<file path="config.mk">
export PLATFORM = sky130hd
export DESIGN_NAME = wb_burst_master
export DESIGN_NICKNAME = d
export VERILOG_FILES = /design/src/rtl/wb_burst_master.sv
export SDC_FILE = /design/constraint.sdc
export NUM_CORES = 1
export LEC_CHECK = 0
export ABC_CLOCK_PERIOD_IN_PS = 5500
export CELL_PAD_IN_SITES_DETAIL_PLACEMENT = 2
export CELL_PAD_IN_SITES_GLOBAL_PLACEMENT = 2
export CORE_MARGIN = 4
export CORE_UTILIZATION = 32
export CTS_CLUSTER_SIZE = 25
export DETAILED_ROUTE_END_ITERATION = 8
export PLACE_DENSITY = 0.92
export SLEW_MARGIN = 20
export SYNTH_ARGS = -nofsm -noshare
export SYNTH_HDL_FRONTEND = slang
export SYNTH_SLANG_ARGS = --single-unit
</file>
<file path="constraint.sdc">
create_clock -name sys_clk -period 5.5 [get_ports sys_clk]
set_input_delay 0.55 -clock sys_clk [delete_from_list [all_inputs] [get_ports sys_clk]]
set_output_delay 0.55 -clock sys_clk [all_outputs]
set_load 0.02 [all_outputs]
</file>
<file path="src/rtl/wb_burst_master.sv">
// Wishbone B4 burst initiator: runs one incrementing burst per command, generating
// write data from a seed and counting read-back mismatches against the same pattern.
module wb_burst_master #(
  parameter int APP_AW  = 26,
  parameter int SDR_DW  = 32,
  parameter int SDR_BW  = 4,
  parameter int TIMEOUT = 1024
) (
  input  logic              sys_clk,
  input  logic              resetn,
  input  logic              cmd_valid,
  output logic              cmd_ready,
  input  logic              cmd_write,
  input  logic [APP_AW-1:0] cmd_addr,
  input  logic [7:0]        cmd_len,
  input  logic [SDR_DW-1:0] cmd_seed,
  output logic              wb_cyc_o,
  output logic              wb_stb_o,
  output logic              wb_we_o,
  output logic [APP_AW-1:0] wb_addr_o,
  output logic [SDR_DW-1:0] wb_dat_o,
  output logic [SDR_BW-1:0] wb_sel_o,
  output logic [2:0]        wb_cti_o,
  input  logic              wb_ack_i,
  input  logic [SDR_DW-1:0] wb_dat_i,
  output logic              busy,
  output logic              done,
  output logic              timeout,
  output logic [15:0]       err_cnt
);

  localparam int WDW = $clog2(TIMEOUT + 1);

  typedef enum logic [1:0] {IDLE, XFER, FIN} state_t;

  state_t            state, state_nxt;
  logic [APP_AW-1:0] addr_r;
  logic [7:0]        len_r;
  logic              write_r;
  logic [SDR_DW-1:0] seed_r;
  logic [7:0]        idx;
  logic [WDW-1:0]    wdog;

  logic              accept;
  logic              last_beat;
  logic              wd_expire;
  logic              beat_ack;
  logic [SDR_DW-1:0] beat_dat;
  logic [APP_AW-1:0] beat_addr;

  function automatic logic [15:0] sat_inc16(input logic [15:0] v);
    return (v == 16'hFFFF) ? v : v + 16'd1;
  endfunction

  assign accept    = cmd_valid && (state == IDLE);
  assign beat_ack  = (state == XFER) && wb_ack_i;
  assign beat_dat  = seed_r + SDR_DW'(idx);
  assign beat_addr = addr_r + APP_AW'(idx) * APP_AW'(SDR_BW);
  assign last_beat = (idx == len_r - 8'd1);
  assign wd_expire = !wb_ack_i && (wdog == WDW'(TIMEOUT - 1));

  assign cmd_ready = (state == IDLE);
  assign busy      = (state != IDLE);
  assign done      = (state == FIN);

  // Bus outputs decode from state only, so an async reset clears them at once.
  always_comb begin
    state_nxt = state;
    wb_cyc_o  = 1'b0;
    wb_stb_o  = 1'b0;
    wb_we_o   = 1'b0;
    wb_addr_o = '0;
    wb_dat_o  = '0;
    wb_sel_o  = '0;
    wb_cti_o  = 3'b000;
    case (state)
      IDLE: begin
        if (accept) state_nxt = (cmd_len == 8'd0) ? FIN : XFER;
      end
      XFER: begin
        wb_cyc_o  = 1'b1;
        wb_stb_o  = 1'b1;
        wb_we_o   = write_r;
        wb_addr_o = beat_addr;
        wb_dat_o  = write_r ? beat_dat : '0;
        wb_sel_o  = '1;
        wb_cti_o  = last_beat ? 3'b111 : 3'b010;
        if ((wb_ack_i && last_beat) || wd_expire) state_nxt = FIN;
      end
      FIN:     state_nxt = IDLE;
      default: state_nxt = IDLE;
    endcase
  end

  always_ff @(posedge sys_clk or negedge resetn) begin
    if (!resetn) begin
      state   <= IDLE;
      idx     <= 8'd0;
      wdog    <= '0;
      timeout <= 1'b0;
      err_cnt <= 16'd0;
    end else begin
      state <= state_nxt;
      if (accept) begin
        idx     <= 8'd0;
        wdog    <= '0;
        timeout <= 1'b0;
        if (!cmd_write) err_cnt <= 16'd0;
      end else if (state == XFER) begin
        if (wb_ack_i) begin
          idx  <= idx + 8'd1;
          wdog <= '0;
        end else begin
          wdog <= wdog + WDW'(1);
        end
        if (wd_expire) timeout <= 1'b1;
        if (beat_ack && !write_r && (wb_dat_i != beat_dat)) err_cnt <= sat_inc16(err_cnt);
      end
    end
  end

  // Command fields only matter while busy, so they carry no reset.
  always_ff @(posedge sys_clk) begin
    if (accept) begin
      addr_r  <= cmd_addr;
      len_r   <= cmd_len;
      write_r <= cmd_write;
      seed_r  <= cmd_seed;
    end
  end

endmodule

</file>
# Yosys cells after proc, flatten, opt, wreduce, memory -nomap -nowiden
# Index checks and enable logic that the tools add are counted.
[classes]
n_mux = 26
n_addsub = 6
n_reduce_logical = 20
eq_ne = 10
[ops]
columns = ["op", "count"]
rows = [
  ["two-way mux 16 bit", 5],
  ["two-way mux 32 bit", 2],
  ["two-way mux 11 bit", 3],
  ["adder 32 x 8 -> 32 bit", 1],
  ["!= test 32 bit", 1],
  ["adder 26 x 10 -> 26 bit", 1],
  ["two-way mux 26 bit", 1],
  ["two-way mux 8 bit", 3],
  ["adder 16 x 1 -> 16 bit (second input constant)", 1],
  ["== test 16 bit (second input constant)", 1],
  ["adder 11 x 1 -> 11 bit (second input constant)", 1],
  ["== test 11 x 10 -> 1 bit (second input constant)", 1],
  ["nonzero test 2 bit", 5],
  ["adder 8 x 1 -> 8 bit (second input constant)", 1],
  ["== test 8 bit", 1],
  ["zero test 8 bit", 1],
  ["subtractor 8 x 1 -> 8 bit (second input constant)", 1],
  ["logical AND 1 bit", 6],
  ["two-way mux 2 bit", 3],
  ["two-way mux 3 bit", 2],
  ["AND reduction 2 bit", 3],
  ["two-way mux 1 bit", 5],
  ["two-way mux 4 bit", 1],
  ["!= test 2 x 1 -> 1 bit (second input constant)", 2],
  ["other kinds (8)", 10],
]
[totals]
wordCells = 71
in_bits = 103
reg_bits = 105
out_inout_bits = 88

# Logic depth before layout (Yosys ltp)
[depth]
ltp_word = 7
depth_mapped = 15

# Least setup slack after synthesis
# OpenSTA, ideal clock, no wires.
[synth_timing]
path_type = "flip-flop to flip-flop"
start = "reg state[0]"
end = "reg err_cnt[15]"
period_less_slack_ns = 3.417
slack_ns = 2.083
path_stages_with_launch = 7
t_arrival_ns = 3.291
t_required_ns = 5.374
n_path_buf = 0
path_cell_list = "dfrtp_1 nor2_1 nand2_1 inv_1 nand2b_1 a21boi_4 a221o_1"
[synth_via]
elab_cells_between_ends = 12
[synth_lines]
columns = ["element", "line", "rtl"]
rows = [
  ["from (decl)", "36", "state_t state, state_nxt;"],
  ["from (signal assigned)", "103", "state <= state_nxt;"],
  ["zero test 2 bit (*)", "--", ""],
  ["net cmd_ready", "12", "output logic cmd_ready,"],
  ["logical AND 1 bit (*)", "55", "assign accept = cmd_valid && (state == IDLE);"],
  ["net accept", "44", "logic accept;"],
  ["!= test 2 bit (no source line) / nonzero test 2 bit (equally long branches)", "--", ""],
  ["AND reduction 4 bit (no source line)", "--", ""],
  ["to (signal assigned)", "117", "if (beat_ack && !write_r && (wb_dat_i != beat_dat)) err_cnt <= sat_inc16(err_cnt);"],
  ["to (decl)", "29", "output logic [15:0] err_cnt"],
]
# The timed path passes the listed nets; every way through them passes the cells marked *.
# A chain may end at the register's enable or synchronous reset.

# Worst setup path after layout
[layout_timing]
start = "reg idx[1]"
end = "out wb_addr_o[15]"
[layout_via]
elab_chain_cells = 2
[layout_rtl]
columns = ["element", "line", "rtl"]
rows = [
  ["from (decl)", "41", "logic [7:0] idx;"],
  ["from (signal assigned)", "111", "idx <= idx + 8'd1;"],
  ["adder 26 x 10 -> 26 bit", "58", "assign beat_addr = addr_r + APP_AW'(idx) * APP_AW'(SDR_BW);"],
  ["two-way mux 26 bit", "76", "case (state)"],
  ["to (decl)", "20", "output logic [APP_AW-1:0] wb_addr_o,"],
]
# No other way between the ends.

==> flow_metrics.tcl <==
set metrics [dict create \
    outcome "completed" \
    ys_ff_latch 105 \
    yosys_most_used_dff "edfxtp_1" \
    synthesis.area_mm2 0.00698 \
    min_path_type "in -> async" \
    cts_max_level 3 \
    finalNetCount 1009 \
    fin_ws_ns 0.826 \
    die_w_um 156 \
    post-route-util_pct 44.3 \
    drt_iter0_drc 307 \
    num_rows 53 \
    worstMarginPinSlew_ns 0.950 \
    drt-pass1-iter-count 4 \
    fin_worst_skew_ns 0.0126 \
    clkSinkCount 105 \
    cp.arrival_ns 4.12 \
    setup_tns_ns 0 \
    dp_cells 1148 \
    synth_top_area_cell "edfxtp_1" \
    io-pin-count 191 \
    grt_antenna_before_repair 1 \
    vdd_drop_max_uv 237 \
    pwr_density_cell_mw_per_mm2 390 \
    area_growth_pct 34.9 \
    power_leakage_nw 3.47 \
    start_kind "flip-flop" \
    cts_tree "yes" \
    clock_path_buffers 2 \
    synth_cells 706 \
    synth_edf_count 67 \
    dp_hpwl_mm 20.3 \
    gp_congestion 0.897 \
    worstPathRequired_ns 4.95 \
    mappedNetlistNets 831 \
    drive_gt1_share_pct 4.72 \
    cts_root_buf "clkbuf_16" \
    dieArea_mm2 0.0242 \
    ctsResizeCount 0 \
    post-synth-top-area-fraction_pct 28.8 \
    synthTopCellsByArea "edfxtp_1 29%, dfrtp_1 14%, xnor2_1 7.4%, xor2_1 5.5%, nor2_1 5.0%" \
    clkSlewWorstSetupHoldPaths_ns 0.09 \
    syn_area_per_cell_um2 9.88 \
    ant_nets 0 \
    ys_seq_area_share_pct 42.5 \
    overflow 0 \
    num_vias 6232 \
    grt_max_degree 41 \
    rsz0062_at_grt "no" \
    cap_violations 0 \
    drc_errors 0 \
    grt_pass1_vias 7004 \
    period_share_pct 85.0 \
    final_cells 1165 \
    grt.total_usage_pct 21.5 \
    pre_cts_slack_ns 0.891 \
    grt_pass1_wl_mm 40.7 \
    start_util_pct 32.9 \
    core_mm2 0.0212 \
    cp_max_fo 8 \
    ys_async_sr_fraction_pct 36.2 \
    clk_latency_ns 0.37 \
    fin_crit_ns 4.67 \
    fmax_ghz 0.214 \
    end_kind "output pin" \
    drt-wirelength-per-cell_um 22.4 \
    critPathKind "reg -> out" \
    whs_ns 0.312 \
    slew-limit-headroom_pct 36.7 \
    cts_buffers 9 \
    setup_violations 0 \
    cts_setup_buffers 0 \
    viasPerCell 5.35 \
    drt-total-wl_mm 26.0 \
    numPortBuffers 190 \
    slew_viol_final 0 \
    hold_viol 0 \
    r2r_cells 13 \
    ys_types 81 \
    fp.dieH_um 156 \
    yosysWarnings 0 \
    ctsHoldBuffers 0 \
]
path summary, 6_finish.rpt:
check,end,slack [ns],startpoint
max,wb_addr_o[15],0.83,idx[1]$_DFFE_PN0P_
min,err_cnt[10]$_DFFE_PN0P_,0.31,resetn
max reg2reg,err_cnt[15]$_DFFE_PN0P_,0.94,idx[0]$_DFFE_PN0P_
min reg2reg,timeout$_DFFE_PN0P_,0.50,timeout$_DFFE_PN0P_
max in group asynchronous,idx[6]$_DFFE_PN0P_,4.58,resetn
min in group sys_clk,timeout$_DFFE_PN0P_,0.50,timeout$_DFFE_PN0P_
stage by stage:
step           area [µm²]  power, mW
3_5_place_dp         9090       2.99
3_3_place_gp         9090       2.94
4_1_cts              9400       3.71
2_1_floorplan        6980       2.17
5_1_grt              9410       3.87
6_report             9410       3.67
cell usage in the layout (no fill, tap or decap), drive strengths merged, types with 5 or more instances in the layout:
cell type	n
clkdlybuf4s50	189
nor2	93
edfxtp	67
xnor2	59
nand2	52
xor2	44
dfrtp	38
nand3	30
inv	26
ha	20
nor3	20
nand2b	19
o21ai	18
a21oi	16
nand4	16
a21o	14
and3	12
a211oi	12
and2	11
nor4	9
clkbuf	9
o211ai	8
or3	8
o22ai	7
o21bai	6
nor3b	5
o2111ai	5
a2111oi	5
cell usage after synthesis, types with 12 or more instances:
master,number
nand4_1,14
nand2b_1,19
a21oi_1,15
inv_1,21
o21ai_0,15
a21o_1,14
ha_1,20
xor2_1,44
xnor2_1,59
edfxtp_1,67
dfrtp_1,38
nor2_1,93
nand2_1,52
nand3_1,30
and3_1,12
nor3_1,17
sequential cells by signal, indices dropped and copies added, names as in the netlist:
| register | flops |
|---|---|
| seed_r | 32 |
| addr_r | 26 |
| err_cnt | 16 |
| wdog | 11 |
| idx | 8 |
| len_r | 8 |
| state | 2 |
| timeout | 1 |
| write_r | 1 |
metal layers:
metal	wire length, µm	up-vias	global-route usage [%]
met5	0	-	0
met4	539	0	6.29
met3	1120	26	3.30
met2	13100	170	37.6
met1	11300	3127	27.4
li1	-	2909	-
layout make-up:
cell class / instances / area (µm²)
Timing Repair Buffer: 193 / 1920
Antenna cell: 1 / 2.50
Clock inverter: 7 / 86.3
Inverter: 22 / 82.6
Fill cell: 2286 / 11800
Sequential cell: 105 / 2960
Tap cell: 275 / 344
Clock buffer: 9 / 225
Multi-Input combinational cell: 553 / 3780
cells by family (layout without fill, tap and decap cells):
| family | count (synthesis) | count (layout) | share of synthesized area [%] |
|---|---|---|---|
| AO/OA/AOI/OAI | 123 | 123 | 13.9 |
| other | 0 | 1 | 0 |
| XOR/XNOR | 105 | 105 | 13.6 |
| multiplexers | 6 | 6 | 0.897 |
| flip-flops | 105 | 105 | 42.5 |
| adder cells (fa/ha/maj) | 23 | 23 | 4.30 |
| AND/OR/NAND/NOR | 296 | 296 | 21.5 |
| buffers and inverters | 48 | 231 | 3.32 |
critical path, stage by stage (launching register included):
cell and delay (ns):
dfrtp_1 0.52, ha_1 0.30, a21o_1 0.18, a21oi_1 0.30
o21bai_1 0.10, a21oi_1 0.25, o21bai_1 0.09, a21o_1 0.20
a21oi_1 0.66, and4b_1 0.29, xnor2_1 0.12, nor2_1 0.11
clkdlybuf4s50_1 0.63
power breakdown:
part | total, mW | switching, mW | internal, mW
combinational | 1.80 | 1.04 | 0.756
clock | 0.696 | 0.366 | 0.331
sequential | 1.17 | 0.159 | 1.01
Note: power is estimated with default switching activity, not from simulation.
